--- src/rtl/data_mem_arbiter_if.sv ---
// rtl/data_mem_arbiter_if.sv - CPU/debug requester and memory-side signal bundle for data_mem_arbiter
interface data_mem_arbiter_if #(
  parameter int ADDR_W = 10,
  parameter int DATA_W = 32
);
  // CPU (pipeline MEM stage) port
  logic              cpu_req;
  logic              cpu_we;
  logic [ADDR_W-1:0] cpu_addr;
  logic [DATA_W-1:0] cpu_wdata;
  logic [DATA_W-1:0] cpu_rdata;
  logic              cpu_ack;
  logic              cpu_stall;
  // Debug unit port
  logic              dbg_req;
  logic              dbg_we;
  logic [ADDR_W-1:0] dbg_addr;
  logic [DATA_W-1:0] dbg_wdata;
  logic [DATA_W-1:0] dbg_rdata;
  logic              dbg_ack;
  // Single-port data memory side
  logic [ADDR_W-1:0] mem_address;
  logic [DATA_W-1:0] mem_data_write;
  logic              mem_write;
  logic [DATA_W-1:0] mem_data_read;
  logic              busy;

  // Arbiter side
  modport slave (
    input  cpu_req, cpu_we, cpu_addr, cpu_wdata,
    output cpu_rdata, cpu_ack, cpu_stall,
    input  dbg_req, dbg_we, dbg_addr, dbg_wdata,
    output dbg_rdata, dbg_ack,
    output mem_address, mem_data_write, mem_write,
    input  mem_data_read,
    output busy
  );

  // Requesters and memory side
  modport master (
    output cpu_req, cpu_we, cpu_addr, cpu_wdata,
    input  cpu_rdata, cpu_ack, cpu_stall,
    output dbg_req, dbg_we, dbg_addr, dbg_wdata,
    input  dbg_rdata, dbg_ack,
    input  mem_address, mem_data_write, mem_write,
    output mem_data_read,
    input  busy
  );
endinterface

--- src/rtl/data_mem_arbiter.sv ---
// rtl/data_mem_arbiter.sv - CPU/debug arbiter and IDLE->ISSUE->DONE sequencer for the data memory (option macro: MEM_ARB_RR_EN)
module data_mem_arbiter #(
  parameter int ADDR_W = 10,
  parameter int DATA_W = 32
) (
  input  logic              clock,
  input  logic              reset,
  data_mem_arbiter_if.slave bus
);

  typedef enum logic [1:0] {
    S_IDLE  = 2'd0,
    S_ISSUE = 2'd1,
    S_DONE  = 2'd2
  } state_t;

  state_t            state_q, state_d;
  logic              win_dbg_q, win_dbg_d;          // 1 = debug port owns the current access
  logic              cpu_ack_q, cpu_ack_d;
  logic              dbg_ack_q, dbg_ack_d;
  logic [DATA_W-1:0] cpu_rdata_q, cpu_rdata_d;
  logic [DATA_W-1:0] dbg_rdata_q, dbg_rdata_d;
  logic [ADDR_W-1:0] mem_address_q, mem_address_d;
  logic [DATA_W-1:0] mem_data_write_q, mem_data_write_d;
  logic              mem_write_q, mem_write_d;     // doubles as the latched we during ISSUE
  logic              grant_dbg;

`ifdef MEM_ARB_RR_EN
  logic              last_dbg_q, last_dbg_d;       // 1 = debug port was served last

  // Round-robin on ties: the port not served last wins; a lone requester always wins
  always_comb begin
    if (bus.cpu_req && bus.dbg_req) begin
      grant_dbg = ~last_dbg_q;
    end else begin
      grant_dbg = bus.dbg_req;
    end
  end
`else
  // Fixed priority: CPU wins every tie, so the debug port can starve
  always_comb begin
    grant_dbg = ~bus.cpu_req;
  end
`endif

  // Next-state and next-output computation for the three-phase transaction
  always_comb begin
    state_d          = state_q;
    win_dbg_d        = win_dbg_q;
    cpu_ack_d        = 1'b0;
    dbg_ack_d        = 1'b0;
    cpu_rdata_d      = cpu_rdata_q;
    dbg_rdata_d      = dbg_rdata_q;
    mem_address_d    = '0;
    mem_data_write_d = '0;
    mem_write_d      = 1'b0;
`ifdef MEM_ARB_RR_EN
    last_dbg_d       = last_dbg_q;
`endif
    unique case (state_q)
      S_IDLE: begin
        if (bus.cpu_req || bus.dbg_req) begin
          state_d          = S_ISSUE;
          win_dbg_d        = grant_dbg;
          mem_address_d    = grant_dbg ? bus.dbg_addr  : bus.cpu_addr;
          mem_data_write_d = grant_dbg ? bus.dbg_wdata : bus.cpu_wdata;
          mem_write_d      = grant_dbg ? bus.dbg_we    : bus.cpu_we;
`ifdef MEM_ARB_RR_EN
          last_dbg_d       = grant_dbg;
`endif
        end
      end
      S_ISSUE: begin
        // The memory acted on the negedge inside this cycle; read data is valid now
        state_d = S_DONE;
        if (!mem_write_q) begin
          if (win_dbg_q) begin
            dbg_rdata_d = bus.mem_data_read;
          end else begin
            cpu_rdata_d = bus.mem_data_read;
          end
        end
        if (win_dbg_q) begin
          dbg_ack_d = 1'b1;
        end else begin
          cpu_ack_d = 1'b1;
        end
      end
      S_DONE: begin
        state_d = S_IDLE;
      end
      default: begin
        state_d = S_IDLE;
      end
    endcase
  end

  // State registers; reset aborts any transaction without an ack. A write already
  // in ISSUE still lands because mem_* stay driven until the resetting edge.
  always_ff @(posedge clock) begin
    if (reset) begin
      state_q          <= S_IDLE;
      win_dbg_q        <= 1'b0;
      cpu_ack_q        <= 1'b0;
      dbg_ack_q        <= 1'b0;
      cpu_rdata_q      <= '0;
      dbg_rdata_q      <= '0;
      mem_address_q    <= '0;
      mem_data_write_q <= '0;
      mem_write_q      <= 1'b0;
`ifdef MEM_ARB_RR_EN
      last_dbg_q       <= 1'b1;
`endif
    end else begin
      state_q          <= state_d;
      win_dbg_q        <= win_dbg_d;
      cpu_ack_q        <= cpu_ack_d;
      dbg_ack_q        <= dbg_ack_d;
      cpu_rdata_q      <= cpu_rdata_d;
      dbg_rdata_q      <= dbg_rdata_d;
      mem_address_q    <= mem_address_d;
      mem_data_write_q <= mem_data_write_d;
      mem_write_q      <= mem_write_d;
`ifdef MEM_ARB_RR_EN
      last_dbg_q       <= last_dbg_d;
`endif
    end
  end

  assign bus.cpu_rdata      = cpu_rdata_q;
  assign bus.cpu_ack        = cpu_ack_q;
  assign bus.cpu_stall      = bus.cpu_req & ~cpu_ack_q;
  assign bus.dbg_rdata      = dbg_rdata_q;
  assign bus.dbg_ack        = dbg_ack_q;
  assign bus.mem_address    = mem_address_q;
  assign bus.mem_data_write = mem_data_write_q;
  assign bus.mem_write      = mem_write_q;
  assign bus.busy           = (state_q != S_IDLE);

endmodule

--- src/flat_wrapper.sv ---
// flat-port wrapper written by rule: the top's interface ports become plain ports
module data_mem_arbiter_flat 
#(
  parameter int ADDR_W = 10,
  parameter int DATA_W = 32
)
  (clock, reset, bus_cpu_req, bus_cpu_we, bus_cpu_addr, bus_cpu_wdata, bus_cpu_rdata, bus_cpu_ack, bus_cpu_stall, bus_dbg_req, bus_dbg_we, bus_dbg_addr, bus_dbg_wdata, bus_dbg_rdata, bus_dbg_ack, bus_mem_address, bus_mem_data_write, bus_mem_write, bus_mem_data_read, bus_busy);
  data_mem_arbiter_if #(.ADDR_W(ADDR_W), .DATA_W(DATA_W)) bus_i ();
  input  logic clock;
  input  logic reset;
  input wire logic [$bits(bus_i.cpu_req)-1:0] bus_cpu_req;
  input wire logic [$bits(bus_i.cpu_we)-1:0] bus_cpu_we;
  input wire logic [$bits(bus_i.cpu_addr)-1:0] bus_cpu_addr;
  input wire logic [$bits(bus_i.cpu_wdata)-1:0] bus_cpu_wdata;
  output wire logic [$bits(bus_i.cpu_rdata)-1:0] bus_cpu_rdata;
  output wire logic [$bits(bus_i.cpu_ack)-1:0] bus_cpu_ack;
  output wire logic [$bits(bus_i.cpu_stall)-1:0] bus_cpu_stall;
  input wire logic [$bits(bus_i.dbg_req)-1:0] bus_dbg_req;
  input wire logic [$bits(bus_i.dbg_we)-1:0] bus_dbg_we;
  input wire logic [$bits(bus_i.dbg_addr)-1:0] bus_dbg_addr;
  input wire logic [$bits(bus_i.dbg_wdata)-1:0] bus_dbg_wdata;
  output wire logic [$bits(bus_i.dbg_rdata)-1:0] bus_dbg_rdata;
  output wire logic [$bits(bus_i.dbg_ack)-1:0] bus_dbg_ack;
  output wire logic [$bits(bus_i.mem_address)-1:0] bus_mem_address;
  output wire logic [$bits(bus_i.mem_data_write)-1:0] bus_mem_data_write;
  output wire logic [$bits(bus_i.mem_write)-1:0] bus_mem_write;
  input wire logic [$bits(bus_i.mem_data_read)-1:0] bus_mem_data_read;
  output wire logic [$bits(bus_i.busy)-1:0] bus_busy;
  assign bus_i.cpu_req = bus_cpu_req;
  assign bus_i.cpu_we = bus_cpu_we;
  assign bus_i.cpu_addr = bus_cpu_addr;
  assign bus_i.cpu_wdata = bus_cpu_wdata;
  assign bus_cpu_rdata = bus_i.cpu_rdata;
  assign bus_cpu_ack = bus_i.cpu_ack;
  assign bus_cpu_stall = bus_i.cpu_stall;
  assign bus_i.dbg_req = bus_dbg_req;
  assign bus_i.dbg_we = bus_dbg_we;
  assign bus_i.dbg_addr = bus_dbg_addr;
  assign bus_i.dbg_wdata = bus_dbg_wdata;
  assign bus_dbg_rdata = bus_i.dbg_rdata;
  assign bus_dbg_ack = bus_i.dbg_ack;
  assign bus_mem_address = bus_i.mem_address;
  assign bus_mem_data_write = bus_i.mem_data_write;
  assign bus_mem_write = bus_i.mem_write;
  assign bus_i.mem_data_read = bus_mem_data_read;
  assign bus_busy = bus_i.busy;
  data_mem_arbiter #(.ADDR_W(ADDR_W), .DATA_W(DATA_W)) u_core (.clock(clock), .reset(reset), .bus(bus_i));
endmodule
--- config.mk ---
export PLATFORM = sky130hd
export DESIGN_NAME = data_mem_arbiter_flat
export DESIGN_NICKNAME = d
export VERILOG_FILES = /design/src/rtl/data_mem_arbiter_if.sv /design/src/rtl/data_mem_arbiter.sv /design/src/flat_wrapper.sv
export SDC_FILE = /design/constraint.sdc
export NUM_CORES = 1
export LEC_CHECK = 0
export ABC_AREA = 1
export BUFFER_PORTS_ARGS = -buffer_cell sky130_fd_sc_hd__buf_2
export CAP_MARGIN = 20
export CORE_ASPECT_RATIO = 2
export CORE_MARGIN = 2
export CORE_UTILIZATION = 48
export CTS_CLUSTER_DIAMETER = 120
export DETAILED_ROUTE_END_ITERATION = 10
export PLACE_DENSITY = 0.91
export RECOVER_POWER = 50
export SLEW_MARGIN = 30
export SYNTH_ARGS = -nofsm -noshare
export SYNTH_HDL_FRONTEND = slang
export SYNTH_SLANG_ARGS = --single-unit
--- constraint.sdc ---
create_clock -name clock -period 1.77 [get_ports clock]
set_clock_uncertainty 0.1 [all_clocks]
set_input_delay 0.2655 -clock clock [delete_from_list [all_inputs] [get_ports clock]]
set_output_delay 0.2655 -clock clock [all_outputs]
set_load 0.005 [all_outputs]
==> results.cfg, run 1 <==
[power_and_ir_drop]
p_per_area_nw_per_um2 = 1030
irDropWorstVdd_mv = 0.632
p_leak_uw = 0.00281

[floorplanning]
die_h_um = 138
std_cell_rows = 48
die_w_um = 70.8
die-area_um2 = 9750
io_pins = 233
start_util_pct = 49.6
coreArea_um2 = 8650

[setup_path]
slowest_delay_ns = 0.35
reg2reg_setup_slack_ns = 0.32
r2r-start = u_core.state_q[1]
regToRegEndpoint = u_core.bus.mem_data_write[9]
crit_start = u_core.state_q[1]
crit_type = reg -> reg
critPathTopFamily = simple AND/OR/NAND/NOR gates
crit_required_ns = 1.94
arrival_ns = 1.62
endpoint = u_core.bus.mem_data_write[9]
cp_slowest_cell = dfxtp_1
critPathBufInv = 2
worstRegToRegCells = 6
path_cells = nor2_1 -> o21ai_1 -> nor2_1 -> inv_2 -> buf_12 -> nor2_1
start_kind = register
crit_fanout = 30
crit_path_end_kind = register
cp_common_cell = nor2_1
cp_num_cells = 6

[synthesis]
synth_seq_cells = 112
syn-num-nets = 639
ys_top_cells_by_area = dfxtp_1 (52%), mux2i_1 (10%), nor2_1 (8.9%)
ys_types = 17
synth.avg_cell_area_um2 = 8.29
synth_cells = 517
synth.most_common_cell = dfxtp_1
netlist_top_cells_count = dfxtp_1 (112), nor2_1 (102), nand2_1 (66)
yosysTopAreaCellShare_pct = 52.3
synth_largest_area_cell = dfxtp_1
synth.cell_area_um2 = 4290
synth-edff-count = 0
ys_seq_area_share_pct = 52.3
ys_warn_count = 0
async_reset_ff_share_pct = 0
synthFlopType = dfxtp_1

[clock_network]
hold_buffers = 0
postCtsSetupRepairBufs = 0
clock-sinks = 112
cts_buffer_depth = 2
clockRootBuffer = clkbuf_16
clk_latency_ns = 0.34
h-tree-depth = 3
cts_made_buffers = 9
clkSlewWorstSetupHoldPaths_ns = 0.07
ctsResizeCount = 0
cts_tree = yes

[drt]
via_per_inst = 5.15
num_vias = 4327
dr.pass1.iters = 4
drc = 0
totalWireLength_mm = 12.7
antenna_left = 0
drtIter0Drc = 237
post_drt_wl_per_cell_um = 15.1

[final_layout]
nNetsFinal = 858
syn2layout_area_growth_pct = 35.0
instances_no_fill = 841
drive_gt1_share_pct = 27.5
design_area_um2 = 5790
n_antenna_cell = 0
fillerInstances = 740

[sta]
setup_viol = 0
rsz0062_at_grt = false
tns_ns = 0
slew_violations = 0
worstMarginPinSlew_ns = 0.354
fmax_mhz = 689
layout_setup_ws_ns = 0.318
min_period_ns = 1.45
finalCritPeriodShare_pct = 82.1
finalHoldViolations = 0
slew_headroom_pct = 76.4

[global_route]
overflow = 0
grt_pass1_vias = 4375
grt_first_pass_wirelength_mm = 19.3
antenna_found_initial = 0
gr-usage-all-layers_pct = 25.1
grt_max_degree = 34

[placed_design]
place_inst = 825
place_congestion = 0.886
dp_slack_ns = 0.362
dp_hpwl_mm = 9.92
io_buffers = 232
dpl_cell_area_um2 = 5520

[status]
status = finished clean

[worst_hold_path]
worstHoldStart = bus_dbg_addr[6]
hold_class = in -> reg

[run]
drv_cap = 0
[final cells by class]
type	instances	area [µm²]	area share [%]
flip-flops and latches	112	2240	38.7
well taps	100	125	2.16
multi-input cells	325	1700	29.3
clock buffers	11	233	4.02
clock inverters	5	129	2.23
inverters	41	154	2.66
repair buffers	247	1210	20.9
[worst register-to-register path, stage by stage, from the launching register on]
cell     delay [ns]
dfxtp_1        0.35
nor2_1         0.19
o21ai_1        0.09
nor2_1         0.17
inv_2          0.16
buf_12         0.20
nor2_1         0.13
[through the flow]
step                total power (µW)  utilization (%)  hold slack (ns)
global route                    6150             66.9           0.0845
floorplan                       3210                -            0.325
detailed placement              3600             63.8            0.353
CTS                             5990             68.0           0.0639
global placement                3560             63.8            0.345
finish                          5940             66.9           0.0707
[how the worst min path moves through the flow]
stage                                   end  slack [ns]  cells after the start
6_report          u_core.bus.mem_address[6]        0.07                      3
5_1_grt           u_core.bus.mem_address[0]        0.08                      3
3_5_place_dp        u_core.bus.cpu_rdata[2]        0.35                      2
3_3_place_gp        u_core.bus.cpu_rdata[2]        0.35                      2
4_1_cts           u_core.bus.mem_address[6]        0.06                      3
2_1_floorplan  u_core.bus.mem_data_write[5]        0.32                      2
[power by group]
group          switching [µW]  internal [µW]
combinational             464            338
clock                     881           1530
sequential               65.6           2660
[cells by family after synthesis]
group | count (synthesis) | synth area share (%)
buffers and inverters | 80 | 8.17
DFF | 112 | 52.3
AOI/OAI and AO/OA | 35 | 4.09
muxes | 43 | 10.0
and+or+nand+nor | 247 | 25.4
[cells in the final DEF, fill, tap and decap left out]
cell | netlist | layout
buf_2 | 19 | 159
dfxtp_1 | 112 | 112
nor2_1 | 102 | 103
clkbuf_1 | 13 | 75
nand2_1 | 66 | 66
mux2i_1 | 43 | 43
inv_1 | 37 | 37
nand3_1 | 33 | 33
a21oi_1 | 33 | 33
nand4_1 | 32 | 32
buf_4 | 7 | 13
nor2_2 | 13 | 11
clkbuf_16 | 0 | 9
bufinv_16 | 0 | 4
inv_2 | 3 | 3
nor2_4 | 1 | 2
buf_12 | 0 | 2
o21ai_1 | 1 | 1
clkinv_1 | 1 | 1
o21ai_0 | 1 | 1
clkinv_4 | 0 | 1
[registers in the layout (all words and copies together), names as in the netlist]
signal                     count
u_core.win_dbg_q               1
u_core.bus.mem_address        10
u_core.bus.mem_data_write     32
u_core.bus.cpu_rdata          32
u_core.bus.dbg_rdata          32
u_core.bus.cpu_ack             1
u_core.state_q                 2
u_core.bus.mem_write           1
u_core.bus.dbg_ack             1
[per-layer routing]
metal | track usage (%) | routed length (µm) | vias up
li1 | - | - | 2093
met1 | 23.5 | 4240 | 1948
met2 | 47.1 | 6880 | 228
met3 | 4.75 | 880 | 58
met4 | 17.9 | 722 | 0
met5 | 0 | 0 | -
(Power assumes the default switching activity.)
==> run 2: changes to the inputs <==
--- a/config.mk
+++ b/config.mk
@@ -10,10 +10,10 @@
 export CAP_MARGIN = 20
 export CORE_ASPECT_RATIO = 2
 export CORE_MARGIN = 2
-export CORE_UTILIZATION = 48
+export CORE_UTILIZATION = 44
 export CTS_CLUSTER_DIAMETER = 120
 export DETAILED_ROUTE_END_ITERATION = 10
-export PLACE_DENSITY = 0.91
+export PLACE_DENSITY = 0.85
 export RECOVER_POWER = 50
 export SLEW_MARGIN = 30
 export SYNTH_ARGS = -nofsm -noshare
==> constraint.sdc (replaced) <==
create_clock -name clock -period 1.4 [get_ports clock]
set_clock_uncertainty 0.1 [all_clocks]
set_input_delay 0.21 -clock clock [delete_from_list [all_inputs] [get_ports clock]]
set_output_delay 0.21 -clock clock [all_outputs]
set_load 0.005 [all_outputs]
==> results.cfg, run 2 (synthesis results as in run 1) <==
[final_layout]
final_common_cell = buf_2
instances_no_fill = 874
nNetsFinal = 859
utilization_pct = 61.4
drive_gt1_share_pct = 38.2
final_cell_mix = buf_2 (232), dfxtp_1 (109), nor2_1 (101), nand2_1 (66), mux2i_1 (43)
syn2layout_area_growth_pct = 38.0

[sta]
slew_violations = 0
fmax_mhz = 750
worstMarginPinSlew_ns = 0.357
finalHoldViolations = 0
min_period_ns = 1.33
rsz0062_at_grt = true
finalCritPeriodShare_pct = 95.3
slew_headroom_pct = 76.2
holdWs_ns = 0.0189
setup_viol = 0

[drt]
totalWireLength_mm = 12.1
dr.pass1.iters = 4
post_drt_wl_per_cell_um = 13.8
drc = 0
num_vias = 4252
drtIter0Drc = 241
antenna_left = 0
via_per_inst = 4.86

[setup_path]
critPathTopFamily = flip-flops
cp_slowest_cell = dfxtp_2
critPathBufInv = 2
crit_path_end_kind = output pin
crit_required_ns = 1.09
slowest_delay_ns = 0.35
path_cells = nor2_4 -> inv_1 -> buf_2
crit_type = reg -> out
crit_fanout = 3
start_kind = register
arrival_ns = 1.02

[status]
status = finished clean

[floorplanning]
std_cell_rows = 51
io_pins = 233
die_w_um = 73.8
die_h_um = 144
start_util_pct = 44.5
die-area_um2 = 10600
coreArea_um2 = 9640

[global_route]
overflow = 0
grt_first_pass_wirelength_mm = 18.4
antenna_found_initial = 1
gr-usage-all-layers_pct = 22.9
grt_pass1_vias = 4051
grt_max_degree = 52

[clock_network]
cts_tree = yes
cts_made_buffers = 9
cts_buffer_depth = 2
clockRootBuffer = clkbuf_16
clock-sinks = 112
clk_latency_ns = 0.34
h-tree-depth = 3
postCtsSetupRepairBufs = 0
clkSlewWorstSetupHoldPaths_ns = 0.07

[power_and_ir_drop]
combPwrFrac_pct = 15.4
irDropWorstVdd_mv = 1.03
p_per_area_nw_per_um2 = 1170
power.share.clock_pct = 34.8
intPower_uw = 5070
seq_power_share_pct = 49.8
p_sw_share_pct = 26.6
p_leak_uw = 0.00309
p_sw_uw = 1840

[placed_design]
place_inst = 857
dp_hpwl_mm = 9.29
io_buffers = 232
place_congestion = 0.831

[run]
drv_cap = 0

[worst_hold_path]
hold_class = in -> reg
## run 2: changes by cell type in the layout (fill, tap and decap cells not counted), moves of 2 or more
cell	delta
clkinvlp_4	+2
inv_6	+2
buf_4	-5
clkbuf_1	-75
bufinv_16	-4
dfxtp_1	-3
buf_2	+73
dfxtp_2	+3
nor2_1	-2
buf_12	+4
## run 2: worst reg2reg max path, delay by kind of cell (launching register included)
| family | cells | cell delay (ns) |
|---|---|---|
| flops | 1 | 0.37 |
| simple gates | 4 | 0.40 |
| buf+inv | 2 | 0.28 |
## run 2: final cells by class
cell class	instances	area, µm²
clock inverters	6	52.6
clock buffers	9	225
fillers	874	3720
multi-input cells	325	1710
diodes	1	2.50
flip-flops and latches	112	2250
repair buffers	248	1360
well taps	132	165
inverters	41	154
## run 2: path summary, 6_finish.rpt
path	from	to	slack, ns	cells past startpoint
max	u_core.state_q[1]	bus_busy	0.07	3
max reg2reg	u_core.state_q[0]	u_core.bus.dbg_rdata[14]	0.15	6
min	bus_cpu_addr[4]	u_core.bus.mem_address[4]	0.02	3
min reg2reg	u_core.bus.cpu_rdata[15]	u_core.bus.cpu_rdata[15]	0.36	2
## run 2: power by group through the flow
| stage | clock, µW | combinational [µW] | sequential, µW |
|---|---|---|---|
| floorplan | 0 | 531 | 3520 |
| global placement | 0 | 1050 | 3510 |
| detailed placement | 0 | 1070 | 3510 |
| CTS | 2460 | 1070 | 3440 |
| global route | 2600 | 1180 | 3460 |
| finish | 2400 | 1070 | 3440 |
## run 2: stage by stage
stage	total power, µW	area [µm²]	worst slack, ns	TNS (ns)
floorplan	4050	4290	0.201	0
global placement	4550	5610	0.161	0
detailed placement	4580	5610	0.109	0
CTS	6970	5900	0.0141	0
global route	7230	5910	-0.00718	-0.00718
finish	6910	5910	0.0661	0
## run 2: what timing repair did
action	CTS	global route
hold endpoints to repair	1	0
endpoints found under the setup margin	1	4
hold buffers	1	0
resized for setup	1	5
pin swaps	1	1
## run 2: metal layers
metal | GRT usage, % | part of all wire (%)
met2 | 42.2 | 54
met4 | 13.0 | 4.3
met1 | 21.2 | 34
met5 | 0 | 0
met3 | 7.08 | 7.6
==> run 3: changes to the inputs <==
--- a/config.mk
+++ b/config.mk
@@ -6,13 +6,14 @@
 export NUM_CORES = 1
 export LEC_CHECK = 0
 export ABC_AREA = 1
-export BUFFER_PORTS_ARGS = -buffer_cell sky130_fd_sc_hd__buf_2
-export CAP_MARGIN = 20
+export BUFFER_PORTS_ARGS = -buffer_cell sky130_fd_sc_hd__buf_4
+export CAP_MARGIN = 5
 export CORE_ASPECT_RATIO = 2
 export CORE_MARGIN = 2
 export CORE_UTILIZATION = 44
 export CTS_CLUSTER_DIAMETER = 120
 export DETAILED_ROUTE_END_ITERATION = 10
+export GPL_TIMING_DRIVEN = 1
 export PLACE_DENSITY = 0.85
 export RECOVER_POWER = 50
 export SLEW_MARGIN = 30
==> results.cfg, run 3 (synthesis results as in run 1) <==
[final_layout]
final_common_cell = buf_4
final_cell_mix = buf_4 (138), dfxtp_1 (110), nor2_1 (101), clkbuf_4 (80), nand2_1 (66)
n_antenna_cell = 0
nNetsFinal = 862
syn2layout_area_growth_pct = 50.4
drive_gt1_share_pct = 34.9

[worst_hold_path]
hold_class = in -> reg

[clock_network]
clk_latency_ns = 0.34
clkSlewWorstSetupHoldPaths_ns = 0.08
clockRootBuffer = clkbuf_16
cts_tree = yes
h-tree-depth = 3
clock-sinks = 112
cts_made_buffers = 9
hold_buffers = 0
cts_buffer_depth = 2

[placed_design]
place_congestion = 0.880
dp_hpwl_mm = 10.4
io_buffers = 232

[setup_path]
cp_slowest_cell = dfxtp_2
slowest_delay_ns = 0.35
reg2reg_setup_slack_ns = 0.07
start_kind = register
crit_type = reg -> reg
crit_fanout = 17
arrival_ns = 1.46
path_cells = buf_4 -> inv_2 -> nor2_4 -> nand2_1 -> buf_4 -> nand2_1 -> a21oi_1
crit_path_end_kind = register
crit_required_ns = 1.53

[sta]
worstMarginPinSlew_ns = 0.266
finalCritPeriodShare_pct = 94.8
fmax_mhz = 753
tns_ns = 0
finalHoldViolations = 0
min_period_ns = 1.33
holdWs_ns = 0.0130
slew_violations = 0
setup_viol = 0
slew_headroom_pct = 81.7

[status]
status = finished clean

[global_route]
antenna_found_initial = 0
grt_max_degree = 35
overflow = 0
gr-usage-all-layers_pct = 25.0
grt_pass1_vias = 4389
grt_first_pass_wirelength_mm = 20.2

[floorplanning]
io_pins = 233
die_h_um = 144
coreArea_um2 = 9640
std_cell_rows = 51
die_w_um = 73.8
start_util_pct = 44.5
die-area_um2 = 10600

[run]
drv_cap = 0

[drt]
via_per_inst = 4.92
antenna_left = 0
drc = 0
drtIter0Drc = 175
num_vias = 4313
post_drt_wl_per_cell_um = 15.2
dr.pass1.iters = 4
totalWireLength_mm = 13.3

[power_and_ir_drop]
irDropWorstVdd_mv = 0.827
p_total_uw = 7400
p_per_area_nw_per_um2 = 1150
p_leak_uw = 0.00309
## run 3: cell type report
class / instances / area, µm²
clock buffer: 9 / 225
clock inverter: 7 / 92.6
fill: 782 / 3190
inverter: 41 / 154
multi-input combinational: 325 / 1710
sequential: 112 / 2240
tap: 132 / 165
timing repair buffer: 251 / 1860
## run 3: worst max-delay path, delay by kind of cell (launching register included)
kind | cells | cell delay [ns]
buf+inv | 3 | 0.37
flops | 1 | 0.35
simple gates | 3 | 0.34
compound gates | 1 | 0.06
## run 3: stage by stage
stage	cells	util [%]	setup slack (ns)	cell area [µm²]
after floorplan	517	-	0.201	4290
after CTS	877	67.9	0.0503	6540
after global placement	860	64.5	0.216	6210
after detailed placement	860	64.5	0.168	6210
final	877	66.9	0.0727	6450
after global routing	877	66.9	-0.0177	6450
## run 3: power by group
part	internal, µW	switching [µW]
combinational	624	605
sequential	3360	85.3
clock	1450	1270
## run 3: metal layers
layer | GRT usage [%] | vias up | wire length [µm]
li1 | - | 2113 | -
met4 | 14.3 | 0 | 643
met3 | 6.31 | 45 | 859
met1 | 23.3 | 1953 | 4380
met2 | 46.9 | 202 | 7430
met5 | 0 | - | 0
## run 3: repair_timing
action                                  in CTS  in global routing
gates cloned                                 0                  0
endpoints found under the setup margin       1                  1
pin swaps                                    1                  0
resized for setup                            4                  1
buffers inserted                             2                  0
## run 3: final timing paths
path / start / endpoint / cells after the start
max reg2reg: u_core.state_q[0] / u_core.bus.cpu_rdata[7] / 7
min: bus_dbg_wdata[4] / u_core.bus.mem_data_write[4] / 3
min reg2reg: u_core.bus.cpu_rdata[14] / u_core.bus.cpu_rdata[14] / 2
max: u_core.state_q[0] / u_core.bus.cpu_rdata[7] / 7
